$ cat src/rtl/ssqa_ctrl_fsm.sv
// ssqa_ctrl_fsm: annealing sequencer stepping RESET, per-spin MULT/drain/UPDATE
// and per-iteration LUPDATE/IRESET phases; exposes indices to the scheduler.
module ssqa_ctrl_fsm #(
   parameter int          NN      = 800,
   parameter logic [3:0]  IDLE    = 4'd0,
   parameter logic [3:0]  RESET   = 4'd1,
   parameter logic [3:0]  STMULT  = 4'd2,
   parameter logic [3:0]  MULT    = 4'd3,
   parameter logic [3:0]  LMULT   = 4'd4,
   parameter logic [3:0]  LLMULT  = 4'd5,
   parameter logic [3:0]  LLLMULT = 4'd6,
   parameter logic [3:0]  UPDATE  = 4'd7,
   parameter logic [3:0]  LUPDATE = 4'd8,
   parameter logic [3:0]  IRESET  = 4'd9,
   parameter logic [3:0]  FIN     = 4'd10
) (
   input  logic                   clk,
   input  logic                   rst_sys,
   input  logic                   start,
   input  logic                   abort,
   input  logic [$clog2(NN):0]    cfg_nspin,
   input  logic [15:0]            cfg_iter,
   output logic [3:0]             state,
   output logic [$clog2(NN)-1:0]  spin_idx,
   output logic [$clog2(NN)-1:0]  mult_idx,
   output logic [15:0]            iter_idx,
   output logic                   busy,
   output logic                   done
);

   localparam int NSW = $clog2(NN) + 1;
   localparam int IW  = $clog2(NN);
   localparam logic [NSW-1:0] NN_V = NSW'(NN);

   typedef enum logic [3:0] {
      ST_IDLE    = IDLE,
      ST_RESET   = RESET,
      ST_STMULT  = STMULT,
      ST_MULT    = MULT,
      ST_LMULT   = LMULT,
      ST_LLMULT  = LLMULT,
      ST_LLLMULT = LLLMULT,
      ST_UPDATE  = UPDATE,
      ST_LUPDATE = LUPDATE,
      ST_IRESET  = IRESET,
      ST_FIN     = FIN
   } state_t;

   state_t          state_q, state_d;
   logic [NSW-1:0]  ns_q, ns_d;
   logic [15:0]     ni_q, ni_d;
   logic [IW-1:0]   spin_d, mult_d;
   logic [15:0]     iter_d, iter_inc;
   logic [NSW-1:0]  ns_last;
   logic            mult_last, spin_last;

   assign ns_last   = ns_q - NSW'(1);
   assign mult_last = ({1'b0, mult_idx} == ns_last);
   assign spin_last = ({1'b0, spin_idx} == ns_last);
   assign iter_inc  = iter_idx + 16'd1;

   always_ff @(posedge clk or negedge rst_sys) begin
      if (!rst_sys) begin
         state_q  <= ST_IDLE;
         ns_q     <= '0;
         ni_q     <= '0;
         spin_idx <= '0;
         mult_idx <= '0;
         iter_idx <= '0;
      end else begin
         state_q  <= state_d;
         ns_q     <= ns_d;
         ni_q     <= ni_d;
         spin_idx <= spin_d;
         mult_idx <= mult_d;
         iter_idx <= iter_d;
      end
   end

   always_comb begin
      state_d = state_q;
      ns_d    = ns_q;
      ni_d    = ni_q;
      spin_d  = spin_idx;
      mult_d  = mult_idx;
      iter_d  = iter_idx;
      // abort freezes the counters and only redirects the state
      if (abort && state_q != ST_IDLE) begin
         state_d = ST_IDLE;
      end else begin
         case (state_q)
            ST_IDLE: begin
               if (start && !abort) begin
                  state_d = ST_RESET;
                  spin_d  = '0;
                  mult_d  = '0;
                  iter_d  = '0;
                  ns_d    = (cfg_nspin == '0 || cfg_nspin > NN_V) ? NN_V : cfg_nspin;
                  ni_d    = (cfg_iter == '0) ? 16'd1 : cfg_iter;
               end
            end
            ST_RESET: begin
               if (mult_last) begin
                  state_d = ST_STMULT;
                  mult_d  = '0;
               end else begin
                  mult_d  = mult_idx + IW'(1);
               end
            end
            ST_STMULT:  state_d = ST_MULT;
            ST_MULT: begin
               if (mult_last) begin
                  state_d = ST_LMULT;
                  mult_d  = '0;
               end else begin
                  mult_d  = mult_idx + IW'(1);
               end
            end
            ST_LMULT:   state_d = ST_LLMULT;
            ST_LLMULT:  state_d = ST_LLLMULT;
            ST_LLLMULT: state_d = ST_UPDATE;
            ST_UPDATE: begin
               if (spin_last) begin
                  state_d = ST_LUPDATE;
               end else begin
                  state_d = ST_STMULT;
                  spin_d  = spin_idx + IW'(1);
               end
            end
            ST_LUPDATE: begin
               iter_d  = iter_inc;
               state_d = (iter_inc == ni_q) ? ST_FIN : ST_IRESET;
            end
            ST_IRESET: begin
               spin_d  = '0;
               state_d = ST_STMULT;
            end
            ST_FIN:     state_d = ST_IDLE;
            default:    state_d = ST_IDLE;
         endcase
      end
   end

   assign state = state_q;
   assign busy  = (state_q != ST_IDLE);
   assign done  = (state_q == ST_FIN);

endmodule

$ cat config.mk
export PLATFORM = sky130hd
export DESIGN_NAME = ssqa_ctrl_fsm
export DESIGN_NICKNAME = d
export VERILOG_FILES = /design/src/rtl/ssqa_ctrl_fsm.sv
export SDC_FILE = /design/constraint.sdc
export NUM_CORES = 1
export LEC_CHECK = 0
export CORE_MARGIN = 3
export CORE_UTILIZATION = 55
export CTS_CLUSTER_DIAMETER = 150
export CTS_CLUSTER_SIZE = 14
export DETAILED_ROUTE_END_ITERATION = 8
export PLACE_DENSITY = 0.82
export SKIP_LAST_GASP = 1
export SLEW_MARGIN = 20
export SYNTH_ARGS = -nofsm -noshare
export SYNTH_HDL_FRONTEND = slang
export SYNTH_SLANG_ARGS = --single-unit
$ cat constraint.sdc
create_clock -name clk -period 3.1 [get_ports clk]
set_clock_uncertainty 0.1 [all_clocks]
set_input_delay 0.93 -clock clk [delete_from_list [all_inputs] [get_ports clk]]
set_output_delay 0.93 -clock clk [all_outputs]
set_load 0.03 [all_outputs]
Yosys cells after proc, flatten, opt, wreduce, memory -nomap -nowiden
Cells that the tools add are included.
{"block": "word_totals", "wordCells": 63, "regBits": 67}
{"block": "classes", "n_mux": 16, "n_reduce_logical": 17, "n_addsub": 4, "eq_ne": 18, "n_bitwise": 1, "n_lt_le_gt_ge": 1}
{"cell": "$pmux W4 S10", "n": 1}
{"cell": "$mux W16", "n": 2}
{"cell": "$pmux W16 S2", "n": 1}
{"cell": "$mux W10", "n": 3}
{"cell": "$pmux W10 S3", "n": 1}
{"cell": "$eq A10 B11 Y1", "n": 2}
{"cell": "$add A10 B1 Y10 const B", "n": 2}
{"cell": "$mux W4", "n": 5}
{"cell": "$pmux W10 S2", "n": 1}
{"cell": "$add A16 B1 Y16 const B", "n": 1}
{"cell": "$eq A16 B16 Y1", "n": 1}
{"cell": "$eq A4 B3 Y1 const B", "n": 4}
{"cell": "$logic_not A16 Y1", "n": 1}
{"cell": "$eq A4 B4 Y1 const B", "n": 3}
{"cell": "$reduce_and A3 Y1", "n": 4}
{"cell": "$gt A11 B10 Y1 const B", "n": 1}
{"cell": "$logic_not A11 Y1", "n": 1}
{"cell": "$mux W11", "n": 1}
{"cell": "$sub A11 B1 Y11 const B", "n": 1}
{"cell": "$ne A3 B3 Y1 const B", "n": 3}
{"cell": "$eq A4 B2 Y1 const B", "n": 2}
{"cell": "$eq A4 B1 Y1 const B", "n": 1}
{"cell": "$logic_not A4 Y1", "n": 1}
{"cell": "$ne A2 B2 Y1 const B", "n": 2}
{"cell": "other kinds (10)", "n": 12}

Longest topological paths before layout
{"block": "depth", "ltp_word": 5, "depth_mapped": 11, "depth_no_buf": 9}

Least setup slack after synthesis
Ideal clock, no wire load.
{"block": "synth_timing", "kind": "register -> register", "start": "register state_q[0], in the netlist state[0]", "end": "register ns_q[5]", "n_path_buf": 2, "period_less_slack_ps": 2711, "slack_ps": 389, "arrival_time_ps": 2478, "setup_ps": 134, "stages_incl_launch_ff": 9, "required_time_ps": 2866, "cell_sequence": "dfrtp_1 > clkbuf_1 > or2_1 > or3_1 > clkbuf_1 > nand3b_4 > a311o_1 > a31oi_2 > a21oi_1"}
{"block": "synth_between", "elab_chain_len": 4}
{"element": "from (decl)", "line": "49", "rtl": "state_t state_q, state_d;"}
{"element": "from (signal assigned)", "line": "71", "rtl": "state_q <= state_d;"}
{"element": "$reduce_bool A4 Y1"}
{"element": "via busy", "line": "27", "rtl": "output logic busy,"}
{"element": "$logic_and A1 B1 Y1", "line": "88", "rtl": "if (abort && state_q != ST_IDLE) begin"}
{"element": "$not A1 Y1 (no line)"}
{"element": "$reduce_and A3 Y1 (no line)"}
{"element": "to (signal assigned)", "line": "72", "rtl": "ns_q <= ns_d;"}
{"element": "to (decl)", "line": "50", "rtl": "logic [NSW-1:0] ns_q, ns_d;"}
The timed path passes the listed nets, and every way through them passes these cells.
A chain may end at the register's enable or synchronous reset.

Worst setup path in the final report
{"block": "layout_timing", "start": "register state_q[0], in the netlist state[0]", "end": "output done"}
{"block": "layout_between", "elab_chain_len": 1}
{"element": "$eq A4 B4 Y1", "line": "146", "rtl": "assign done = (state_q == ST_FIN);"}
{"element": "to (decl)", "line": "28", "rtl": "output logic done"}
No other way between the ends.

==> flow_metrics.py <==
metrics = {
    "sta": {
        "fin_crit_ns": 2.95,
        "max_slew.worst_pin.slew_ns": 0.725,
        "setup_tns_ns": 0,
        "hold_viol": 0,
        "fmax_mhz": 339,
        "fin_crit_sh_pct": 95.0,
        "rsz0062_at_grt": "false",
        "slew_headroom_pct": 51.7,
        "setup_viol": 0,
        "report.final.slew_viol_count": 0,
    },
    "pwr": {
        "worst_ir_drop_vdd_v": 0.000318,
        "p_switching_uw": 971,
        "powerDensity_mw_per_mm2": 478,
        "pwr-share-comb_pct": 29.5,
        "power.leakage_nw": 2.44,
        "seq_power_share_pct": 41.8,
        "p_int_mw": 1.72,
        "switching_share_pct": 36.0,
        "clkPwrFrac_pct": 28.7,
    },
    "clock_tree": {
        "clockRootBuffer": "clkbuf_8",
        "numCtsBuffers": 9,
        "cts_tree": "done",
        "htree_num_levels": 3,
        "worstSkewPairLatency_ns": 0.36,
        "path_clk_slew_ns": 0.09,
        "clock_sinks": 67,
        "holdBufCountCts": 0,
        "postCtsSetupRepairBufs": 0,
        "cts.path.max_buffers": 2,
    },
    "floorplan": {
        "start_util_pct": 58.0,
        "ioPinCount": 73,
        "die_h_um": 97.4,
        "rows": 32,
        "die_x_um": 97.4,
        "die-area_mm2": 0.00949,
        "core-area_mm2": 0.00793,
    },
    "run": {
        "cap_violations": 0,
    },
    "synthesis": {
        "avgSynthCellArea_um2": 8.83,
        "synthCells": 521,
        "ys_ff_latch": 67,
        "ys_seq_area_share_pct": 36.5,
        "async_reset_ff_share_pct": 100,
        "synth_top_area_share_pct": 36.5,
        "synth_top_cell_by_area": "dfrtp_1",
        "syn_area_mm2": 0.00460,
        "synth_edf_count": 0,
        "synth_top_flop_cell": "dfrtp_1",
        "yosysUniqueCellTypes": 70,
        "synth.area.top_cells": "dfrtp_1, nand2_1, xnor2_1",
        "yosys_warnings": 0,
        "synthesis.nets": 556,
    },
    "place": {
        "io_buffers": 72,
        "hpwl_um": 8650,
        "gp_congestion": 0.848,
        "place_area_mm2": 0.00543,
    },
    "drt": {
        "post-route-drc-count": 0,
        "ant_nets": 0,
        "drt_wl_total_um": 11900,
        "vias": 4261,
        "drtIter0Drc": 226,
        "routed_via_density": 6.14,
        "firstDrtPassIters": 5,
        "wl_per_cell_um": 17.1,
    },
    "worst_setup_path": {
        "arrival_ns": 1.92,
        "critPathMaxStageDelay_ns": 0.68,
        "crit_chain": "buf_4, nand2b_1, nor2_1, clkdlybuf4s50_1",
        "critPathLaunchType": "flip-flop",
        "cp_slowest_cell": "clkdlybuf4s50_1",
        "crit_family": "buffers and inverters",
        "path_buf_inv": 2,
        "worstPathRequired_ns": 2.07,
        "critPathMaxFanout": 10,
        "crit_path_end_kind": "primary output",
        "worstSetupPathType": "flip-flop to primary output",
    },
    "final_layout": {
        "drive_gt1_share_pct": 10.8,
        "syn2layout_area_growth_pct": 22.6,
        "design_area_mm2": 0.00564,
        "diodes": 0,
        "fin_nets": 622,
        "fill_cells": 607,
    },
    "global_route": {
        "antenna_found_initial": 0,
        "grt_pass1_vias": 4001,
        "grt_max_degree": 32,
        "grt.total_usage_pct": 25.6,
        "gr-total-overflow": 0,
        "grt_pass1_wl_um": 20100,
    },
    "run_status": {
        "status": "complete, no violations",
    },
    "min_path": {
        "hold_path.class": "flip-flop to flip-flop",
    },
}
-- metal layers --
metal  wire length [um]  part of all wire (%)  vias up  global-route usage [%]
li1                   -                     -     2013                       -
met1               5590                    47     2090                    37.7
met2               5440                    46      144                    38.5
met3                737                   6.2       14                    6.32
met4                112                  0.94        0                    4.69
met5                  0                     0        -                       0
-- power groups by stage --
| stage | logic (mW) | clock network (mW) | registers (mW) |
|---|---|---|---|
| global route | 0.873 | 0.834 | 1.14 |
| finish | 0.796 | 0.774 | 1.13 |
| global placement | 0.753 | 0 | 1.13 |
| floorplan | 0.616 | 0 | 1.06 |
| detailed placement | 0.778 | 0 | 1.13 |
| CTS | 0.785 | 0.789 | 1.12 |
-- final cells by class --
type	count	area [um^2]	share of cell area, %
sequential	67	1680	29.8
clock buffer	9	124	2.20
clock inverter	7	81.3	1.44
multi-input combinational	407	2720	48.3
timing repair buffer	92	865	15.3
tap	102	128	2.26
inverter	10	37.5	0.666
-- cells by family (layout without fill, tap and decap cells) --
family / count (synthesis) / count (layout) / synth area share (%)
AND/OR/NAND/NOR: 228 / 228 / 27.5
AO/OA/AOI/OAI: 115 / 115 / 17.7
flip-flops: 67 / 67 / 36.5
buffers and inverters: 47 / 118 / 4.54
XOR/XNOR: 45 / 45 / 9.33
multiplexers: 15 / 15 / 3.32
adder cells (fa/ha/maj): 4 / 4 / 1.09
-- cells in the mapped netlist (3+ instances only) --
library cell and instances:
nor4_4 3, buf_2 12, xor2_1 15, clkbuf_1 21, nand2b_1 11, o211ai_1 4
nor2b_1 6, ha_1 4, and2_1 6, xnor2_1 27, o21ai_1 7, a211oi_1 3
mux2i_1 13, nor4_2 4, o31ai_1 11, nand4_1 7, nand3_1 17, nand2_1 84
nor4_1 9, a21oi_1 11, o21ai_0 28, or3_1 3, inv_1 10, nor3_1 9
a311o_1 4, and3_1 14, a22o_1 14, dfrtp_1 67, nor2_1 32, o2111ai_1 4
nor3b_1 3, a31oi_1 6
-- repair_timing --
action / CTS / global route
setup endpoints to repair: 1 / 1
hold endpoints to repair: 0 / 0
resized for setup: 1 / 1
pin swaps: 0 / 0
-- flip-flops by register name, indices dropped and copies added (netlist names) --
signal    flops
iter_idx     16
mult_idx     10
state         4
spin_idx     10
ni_q         16
ns_q         11
-- cell usage in the layout, fill, tap and decap left out, types with 13 or more instances in the layout --
cell,Yosys,final
dfrtp_1,67,67
mux2i_1,13,13
nand2_1,84,84
nor2_1,32,32
a22o_1,14,14
and3_1,14,14
xnor2_1,27,27
clkdlybuf4s50_1,0,70
o21ai_0,28,28
nand3_1,17,17
buf_4,0,20
xor2_1,15,15
-- worst paths after layout --
check	slack [ns]	cells past startpoint	from	end
setup / recovery	0.15	4	state[0]$_DFFE_PN0P_	done
hold / removal	0.42	1	iter_idx[15]$_DFFE_PN0P_	iter_idx[15]$_DFFE_PN0P_
setup reg to reg	0.21	10	ns_q[0]$_DFFE_PN0P_	mult_idx[8]$_DFFE_PN0P_
hold reg to reg	0.42	1	iter_idx[15]$_DFFE_PN0P_	iter_idx[15]$_DFFE_PN0P_
max in group asynchronous	1.66	2	rst_sys	ni_q[8]$_DFFE_PN0P_
min in group asynchronous	0.52	1	rst_sys	spin_idx[9]$_DFFE_PN0P_
-- per-stage QoR --
stage               power, mW  setup WS (ns)  hold WS, ns  utilization [%]  cells
floorplan                1.68          0.389        0.365                -    521
global placement         1.88          0.109        0.403             68.4    678
detailed placement       1.91         0.0533        0.407             68.4    678
CTS                      2.69          0.137        0.419             71.0    694
global route             2.84         0.0452        0.457             71.1    694
finish                   2.70          0.154        0.420             71.1    694
(Power assumes the default switching activity.)
